<file path="src/rtl/sc_n_adder_tree.sv">
// Pipelined stochastic scaled adder: balanced tree of 2:1 mux adders plus a windowed ones-counter.
// Define SC_EXT_SEL_EN to drive the per-level selects from the sel_ext port instead of the LFSR.
module sc_n_adder_tree #(
  parameter int unsigned N      = 8,
  parameter int unsigned WINDOW = 256,
  parameter logic [15:0] SEED   = 16'hACE1,
  localparam int unsigned LEVELS = $clog2(N),
  localparam int unsigned CW     = $clog2(WINDOW + 1)
) (
  input  logic              clk,
  input  logic              rst,
  input  logic              clr,
  input  logic              in_valid,
  input  logic [N-1:0]      inputs,
`ifdef SC_EXT_SEL_EN
  input  logic [LEVELS-1:0] sel_ext,
`endif
  output logic              sum,
  output logic              sum_valid,
  output logic [CW-1:0]     count,
  output logic              done
);

  localparam int Leaves = 1 << LEVELS;

  logic [LEVELS-1:0]   sel_now;
  logic [LEVELS-1:0]   sel_lvl;
  logic [Leaves-1:0]   leaves;
  logic [Leaves-2:0]   tree_q, tree_d;
  logic [2*Leaves-2:0] nodes;
  logic [LEVELS-1:0]   vld_q;
  logic [CW-1:0]       wcnt_q, acc_q, count_q;
  logic                done_q;

`ifdef SC_EXT_SEL_EN
  assign sel_now = sel_ext;
`else
  logic [15:0] lfsr_q;

  // x^16 + x^14 + x^13 + x^11 + 1, shifting left
  always_ff @(posedge clk or negedge rst) begin
    if (!rst) begin
      lfsr_q <= SEED;
    end else if (clr) begin
      lfsr_q <= SEED;
    end else if (in_valid) begin
      lfsr_q <= {lfsr_q[14:0], lfsr_q[15] ^ lfsr_q[13] ^ lfsr_q[12] ^ lfsr_q[10]};
    end
  end

  assign sel_now = lfsr_q[LEVELS-1:0];
`endif

  // Level k registers k cycles after its inputs, so its select is delayed k cycles to match.
  for (genvar k = 0; k < LEVELS; k++) begin : g_sel
    if (k == 0) begin : g_now
      assign sel_lvl[0] = sel_now[0];
    end else begin : g_dly
      logic [k-1:0] sh_q;
      always_ff @(posedge clk or negedge rst) begin
        if (!rst) begin
          sh_q <= '0;
        end else begin
          sh_q[0] <= sel_now[k];
          for (int j = 1; j < k; j++) begin
            sh_q[j] <= sh_q[j-1];
          end
        end
      end
      assign sel_lvl[k] = sh_q[k-1];
    end
  end

  always_comb begin
    leaves         = '0;
    leaves[N-1:0]  = inputs;
  end

  // Flat node array: leaves at the bottom, then each registered level stacked above it.
  assign nodes = {tree_q, leaves};

  always_comb begin
    tree_d = tree_q;
    for (int k = 0; k < LEVELS; k++) begin
      for (int i = 0; i < (Leaves >> (k + 1)); i++) begin
        tree_d[Leaves - (Leaves >> k) + i] =
            sel_lvl[k] ? nodes[2*Leaves - 2*(Leaves >> k) + 2*i + 1]
                       : nodes[2*Leaves - 2*(Leaves >> k) + 2*i];
      end
    end
  end

  always_ff @(posedge clk or negedge rst) begin
    if (!rst) begin
      tree_q <= '0;
    end else begin
      tree_q <= tree_d;
    end
  end

  always_ff @(posedge clk or negedge rst) begin
    if (!rst) begin
      vld_q <= '0;
    end else if (clr) begin
      vld_q <= '0;
    end else begin
      vld_q[0] <= in_valid;
      for (int j = 1; j < int'(LEVELS); j++) begin
        vld_q[j] <= vld_q[j-1];
      end
    end
  end

  assign sum       = tree_q[Leaves-2];
  assign sum_valid = vld_q[LEVELS-1];

  always_ff @(posedge clk or negedge rst) begin
    if (!rst) begin
      wcnt_q  <= '0;
      acc_q   <= '0;
      count_q <= '0;
      done_q  <= 1'b0;
    end else begin
      done_q <= 1'b0;
      if (clr) begin
        wcnt_q <= '0;
        acc_q  <= '0;
      end else if (sum_valid) begin
        if (wcnt_q == CW'(WINDOW - 1)) begin
          count_q <= acc_q + CW'(sum);
          done_q  <= 1'b1;
          wcnt_q  <= '0;
          acc_q   <= '0;
        end else begin
          wcnt_q <= wcnt_q + CW'(1);
          acc_q  <= acc_q + CW'(sum);
        end
      end
    end
  end

  assign count = count_q;
  assign done  = done_q;

endmodule

</file>
<file path="config.mk">
export PLATFORM = sky130hd
export DESIGN_NAME = sc_n_adder_tree
export DESIGN_NICKNAME = d
export VERILOG_FILES = /design/src/rtl/sc_n_adder_tree.sv
export SDC_FILE = /design/constraint.sdc
export NUM_CORES = 1
export LEC_CHECK = 0
export BUFFER_PORTS_ARGS = -buffer_cell sky130_fd_sc_hd__buf_2
export CAP_MARGIN = 20
export CORE_ASPECT_RATIO = 2
export CORE_UTILIZATION = 53
export DETAILED_ROUTE_END_ITERATION = 8
export PLACE_DENSITY = 0.78
export SLEW_MARGIN = 20
export SYNTH_ARGS = -nofsm -noshare
export SYNTH_HDL_FRONTEND = slang
export SYNTH_SLANG_ARGS = --single-unit
</file>
<file path="constraint.sdc">
create_clock -name clk -period 2.05 [get_ports clk]
set_input_delay 0.1025 -clock clk [delete_from_list [all_inputs] [get_ports clk]]
set_output_delay 0.1025 -clock clk [all_outputs]
set_load 0.03 [all_outputs]
</file>
==> flow_summary.json, run 1 <==
{
  "via_count": 1672,
  "combPwrFrac_pct": 8.7,
  "viasPerCell": 5.48,
  "synth_compound_area_share_pct": 9.11,
  "cts.sinks": 57,
  "fin_crit_ps": 1890,
  "max_freq_mhz": 529,
  "syn_avg_cell_area_um2": 11.7,
  "synth_area_leaders": "dfrtp_1 49%, dfstp_2 8.5%, mux2i_1 6.4%",
  "final_nets": 262,
  "ys_types": 41,
  "yosys_warnings": 0,
  "clockBufferDepth": 2,
  "grt_util_all_layers_pct": 21.9,
  "run_status": "completed",
  "core_um2": 4420,
  "tightest_slew_ps": 526,
  "synthAdderAreaFrac_pct": 2.01,
  "path_class": "register to register",
  "synth_top_area_share_pct": 49.3,
  "internal_power_mw": 1.78,
  "first_pass_iters": 4,
  "p_seq_share_pct": 52.5,
  "worstSetupEndpointType": "register",
  "root_buffer": "clkbuf_8",
  "multi_input_area_um2": 976,
  "period_share_pct": 92.2,
  "insertion_delay_ps": 330,
  "muxShareOfSynthArea_pct": 11.3,
  "p_sw_share_pct": 23.8,
  "wirelength_um": 4650,
  "netlist_area_um2": 2480,
  "seq_area_um2": 1440,
  "maxCapViolations": 0,
  "ant_nets": 0,
  "pwr-share-clk_pct": 38.8,
  "fillCellCount": 358,
  "final_core_util_pct": 65.3,
  "synth_edf_count": 0,
  "post-synth-top-count-cell": "dfrtp_1",
  "grt_max_degree": 58,
  "critPathLaunchType": "register",
  "powerDensity_nw_per_um2": 810,
  "synth_xor_area_share_pct": 4.23,
  "io_pins": 24,
  "fp.dieH_um": 98.8,
  "place_hpwl_um": 3190,
  "p_sw_uw": 559,
  "port_buffers": 23,
  "grt_overflow": 0,
  "initial_core_util_pct": 56.2,
  "grt_setup_unrepaired": "no",
  "ys_seq_area_share_pct": 57.8,
  "grt_first_pass_wirelength_um": 7850,
  "hold_buffers": 6,
  "drt-initial-drc-count": 25,
  "r2r-start": "wcnt_q[0]",
  "startpoint": "wcnt_q[0]",
  "ys_seq_elements": 57,
  "yosysTopAreaCell": "dfrtp_1",
  "drv_slew": 0,
  "fin_skew_ps": 5.00,
  "ys_top_cells_by_count": "49 x dfrtp_1, 29 x nand2_1, 16 x mux2i_1",
  "holdWs_ps": 12.9,
  "ir_worst_vdd_mv": 0.563,
  "gp_congestion": 0.783,
  "total_power_mw": 2.34,
  "wl_per_cell_um": 15.2,
  "die_w_um": 50.4,
  "drive_above_1_share_pct": 25.9,
  "synthCells": 212,
  "hold_viol": 0,
  "synthFlopType": "dfrtp_1",
  "numCtsBuffers": 9,
  "postCtsResizedCells": 0,
  "hold_class": "input pin to register",
  "num_rows": 34,
  "drc": 0,
  "antenna_found_initial": 0,
  "cts_tree": "done",
  "slew_headroom_pct": 64.8,
  "diodes": 0,
  "syn_to_final_growth_pct": 16.3,
  "cp.arrival_ps": 2090,
  "synth-simple-area-share_pct": 12.6,
  "syn-num-nets": 228,
  "synth_top_family_by_area": "simple AND/OR/NAND/NOR gates",
  "required_ps": 2250,
  "hp-start": "inputs[1]",
  "path_max_fanout": 15,
  "h-tree-depth": 3,
  "grt_pass1_vias": 1760,
  "dieArea_um2": 4980,
  "setup_violations": 0,
  "power_leakage_nw": 1.37,
  "clk_pin_slew_worst_paths_ps": 60,
  "setup_tns_ps": 0,
  "async_reset_ff_share_pct": 100,
  "cts_setup_buffers": 0
}
[final timing paths]
check	to	slack (ps)	depth (start not counted)
setup / recovery	count[4]	160	6
hold / removal	tree_q[0]	10	2
setup reg to reg	count[4]	160	6
hold reg to reg	g_sel[2].g_dly.sh_q[1]	360	0
max in group asynchronous	lfsr_q[5]	1450	3
min in group asynchronous	tree_q[5]	300	3
[worst max-delay path, cell delays in order, from the launching register on]
cell	delay, ps
dfrtp_1	380
ha_1	220
nand4_2	160
or4_1	590
buf_4	230
nand2_1	90
o21ai_0	90
[through the flow]
stage	instance area (um2)	instances	worst slack, ps
floorplan	2480	212	242
CTS	2890	305	151
detailed placement	2660	283	159
global route	2890	305	34.0
finish	2890	305	160
global placement	2660	283	291
[sequential cells by signal, indices dropped and copies added (netlist names)]
| name | count |
|---|---|
| wcnt_q | 9 |
| acc_q | 9 |
| lfsr_q | 16 |
| tree_q | 7 |
| done | 1 |
| vld_q | 3 |
| count | 9 |
| g_sel.g_dly.sh_q | 3 |
[area by class of cell]
cell class,instances,share of cell area [%]
inverter,3,0.390
sequential,57,49.7
timing repair buffer,34,7.79
tap,54,2.34
clock inverter,3,0.519
multi-input combinational,141,33.8
clock buffer,13,5.50
[power groups by stage]
stage          Clock (mW)  Sequential [mW]  Combinational, mW
2_1_floorplan           0             1.26              0.101
4_1_cts             0.930             1.23              0.206
3_5_place_dp            0             1.25              0.193
5_1_grt             0.975             1.24              0.227
6_report            0.908             1.23              0.205
3_3_place_gp            0             1.25              0.188
[metal layers]
layer | wire length (um) | vias to the layer above | global-route usage, % | share of wire, %
met4 | 114 | 0 | 11.3 | 2.5
met1 | 1810 | 829 | 21.8 | 39
li1 | - | 808 | - | -
met5 | 0 | - | 0 | 0
met3 | 118 | 9 | 6.17 | 2.5
met2 | 2600 | 26 | 39.5 | 56
[cells in the final DEF (no fill, tap or decap), types with 7 or more instances in the layout]
cell type,count
mux2i_1,16
nand2_1,29
o21ai_0,9
clkbuf_8,11
dfrtp_1,49
buf_2,23
nor2_1,15
xnor2_1,7
mux2_2,8
dfstp_2,8
[cell families (layout without fill, tap and decap cells)]
| group | Yosys count | in the layout |
|---|---|---|
| xor+xnor | 12 | 12 |
| simple gates | 66 | 66 |
| compound gates | 33 | 33 |
| fa+ha+maj | 4 | 4 |
| mux | 26 | 26 |
| flops | 57 | 57 |
| buf+inv | 14 | 53 |
Note: power is estimated with default switching activity, not from simulation.
==> inputs of run 2 (changes only) <==
--- a/config.mk
+++ b/config.mk
@@ -7,11 +7,12 @@
 export LEC_CHECK = 0
 export BUFFER_PORTS_ARGS = -buffer_cell sky130_fd_sc_hd__buf_2
 export CAP_MARGIN = 20
+export CELL_PAD_IN_SITES_DETAIL_PLACEMENT = 1
+export CELL_PAD_IN_SITES_GLOBAL_PLACEMENT = 1
 export CORE_ASPECT_RATIO = 2
-export CORE_UTILIZATION = 53
+export CORE_UTILIZATION = 47
 export DETAILED_ROUTE_END_ITERATION = 8
-export PLACE_DENSITY = 0.78
-export SLEW_MARGIN = 20
+export PLACE_DENSITY = 0.84
 export SYNTH_ARGS = -nofsm -noshare
 export SYNTH_HDL_FRONTEND = slang
 export SYNTH_SLANG_ARGS = --single-unit
==> run 2 against run 1 <==
Worst setup slack got worse by 11 ps; clock-buffer cell count did not move; final area rose by 2.2%; critical path depth fell by 1; power rose by 4.9%; critical path type unchanged; largest power group unchanged; highest routed layer unchanged.
==> flow_summary.json, run 2 (same netlist as run 1, synthesis figures left out) <==
{
  "setup_violations": 0,
  "r2r-start": "wcnt_q[0]",
  "largest_reg_flops": 16,
  "diodes": 0,
  "path_max_fanout": 17,
  "slew_headroom_pct": 63.2,
  "grt_use_met3_pct": 5.82,
  "layout_common_cells": "49 x dfrtp_1, 29 x nand2_1, 23 x buf_2, 16 x mux2i_1, 15 x nor2_1",
  "cts_tree": "done",
  "seq_area_um2": 1440,
  "critPathTopFamily": "simple AND/OR/NAND/NOR gates",
  "initial_core_util_pct": 48.8,
  "drv_slew": 0,
  "cts.sinks": 57,
  "dieArea_um2": 5600,
  "r2r_slack_ps": 150,
  "ir_worst_vdd_mv": 0.610,
  "holdWs_ps": 10.7,
  "cp_cell_sequence": "ha_1 -> nand4_2 -> or4_1 -> buf_12 -> mux2_4",
  "run_status": "completed",
  "via_count": 1719,
  "max_freq_mhz": 526,
  "cp.arrival_ps": 2130,
  "io_pins": 24,
  "syn_to_final_growth_pct": 18.8,
  "required_ps": 2280,
  "holdPathEnd": "tree_q[1]",
  "worstHoldPathCells": 2,
  "gp_congestion": 0.858,
  "fillCellCount": 567,
  "grt_overflow": 0,
  "r2r-end": "count[1]",
  "setup_tns_ps": 0,
  "postCtsResizedCells": 0,
  "port_buffers": 23,
  "viasPerCell": 5.51,
  "drt-initial-drc-count": 23,
  "grtUsageMet1_pct": 21.7,
  "hp-start": "inputs[2]",
  "rr_worst_depth": 5,
  "fin_skew_ps": 9.12,
  "fin_ws_ps": 149,
  "maxCapViolations": 0,
  "final_nets": 265,
  "fp.dieH_um": 105,
  "grt_max_degree": 36,
  "antenna_found_initial": 0,
  "hold_viol": 0,
  "grt_util_all_layers_pct": 22.7,
  "place_hpwl_um": 3620,
  "wl_per_cell_um": 16.7,
  "dpl_worst_slack_ps": 138,
  "die_w_um": 53.4,
  "h-tree-depth": 3,
  "finalInstanceArea_um2": 2950,
  "tightest_slew_ps": 552,
  "top_register": "lfsr_q",
  "period_share_pct": 92.7,
  "place_area_um2": 2670,
  "max_stage_delay_ps": 560,
  "worstSetupEndpointType": "register",
  "grt_use_met2_pct": 39.5,
  "path_buf_inv": 1,
  "drc": 0,
  "clockBufferDepth": 2,
  "powerDensity_nw_per_um2": 832,
  "multi_input_area_um2": 976,
  "mostFrequentLayoutCell": "dfrtp_1",
  "critPathLaunchType": "register",
  "cp_slowest_cell": "or4_1",
  "insertion_delay_ps": 340,
  "first_pass_iters": 4,
  "grt_setup_unrepaired": "no",
  "total_power_mw": 2.46,
  "fin_crit_ps": 1900,
  "grt_pass1_vias": 1900,
  "wirelength_um": 5200,
  "busiest_layer": "met2",
  "hold_class": "input pin to register",
  "drive_above_1_share_pct": 25.2,
  "numCtsBuffers": 9,
  "power_leakage_nw": 1.40,
  "clk_pin_slew_worst_paths_ps": 70,
  "root_buffer": "clkbuf_8",
  "grt_first_pass_wirelength_um": 8860,
  "ant_nets": 0,
  "path_class": "register to register",
  "num_rows": 37,
  "core_um2": 5090
}
==> run 2: cell types whose count changed in the layout (fill, tap and decap cells not counted), sizes merged <==
cell and delta:
dlygate4sd3 +3, bufinv +1, clkinv -1
==> run 2: metrics by stage <==
stage          cells  utilization [%]
6_report         312             58.0
5_1_grt          312             58.0
4_1_cts          312             58.0
3_5_place_dp     287             52.5
3_3_place_gp     287             52.5
2_1_floorplan    212                -
==> run 2: how the worst max path moves through the flow <==
stage               slack (ps)  startpoint  cells after the start       end
floorplan                  240    vld_q[2]                      4  count[0]
global placement           200   wcnt_q[0]                      5  count[0]
detailed placement         140   wcnt_q[0]                      5  count[1]
CTS                        130   wcnt_q[0]                      5  count[1]
global route                60   wcnt_q[0]                      5  count[1]
finish                     150   wcnt_q[0]                      5  count[1]
==> run 2: metal layers <==
layer / routed length, um / share of wire [%]
met1: 1900 / 37
met2: 2970 / 57
met3: 128 / 2.5
met4: 202 / 3.9
met5: 0 / 0
==> run 2: repair_timing <==
action | CTS | global route
hold endpoints to repair | 29 | 0
hold buffers | 9 | 0
buffers inserted | 0 | 0
==> run 2: report_power, final <==
group,switching (mW),internal (mW),leakage [nW]
clock network,0.425,0.591,0.0974
registers,0.0361,1.19,0.726
logic,0.114,0.0973,0.572
total,0.575,1.88,1.40
==> run 2: layout make-up <==
class | count | share of cell area (%)
Multi-Input combinational cell | 141 | 33.1
Clock buffer | 13 | 5.04
Inverter | 3 | 0.381
Sequential cell | 57 | 48.6
Tap cell | 58 | 2.46
Timing Repair Buffer | 37 | 9.07
Clock inverter | 3 | 1.36
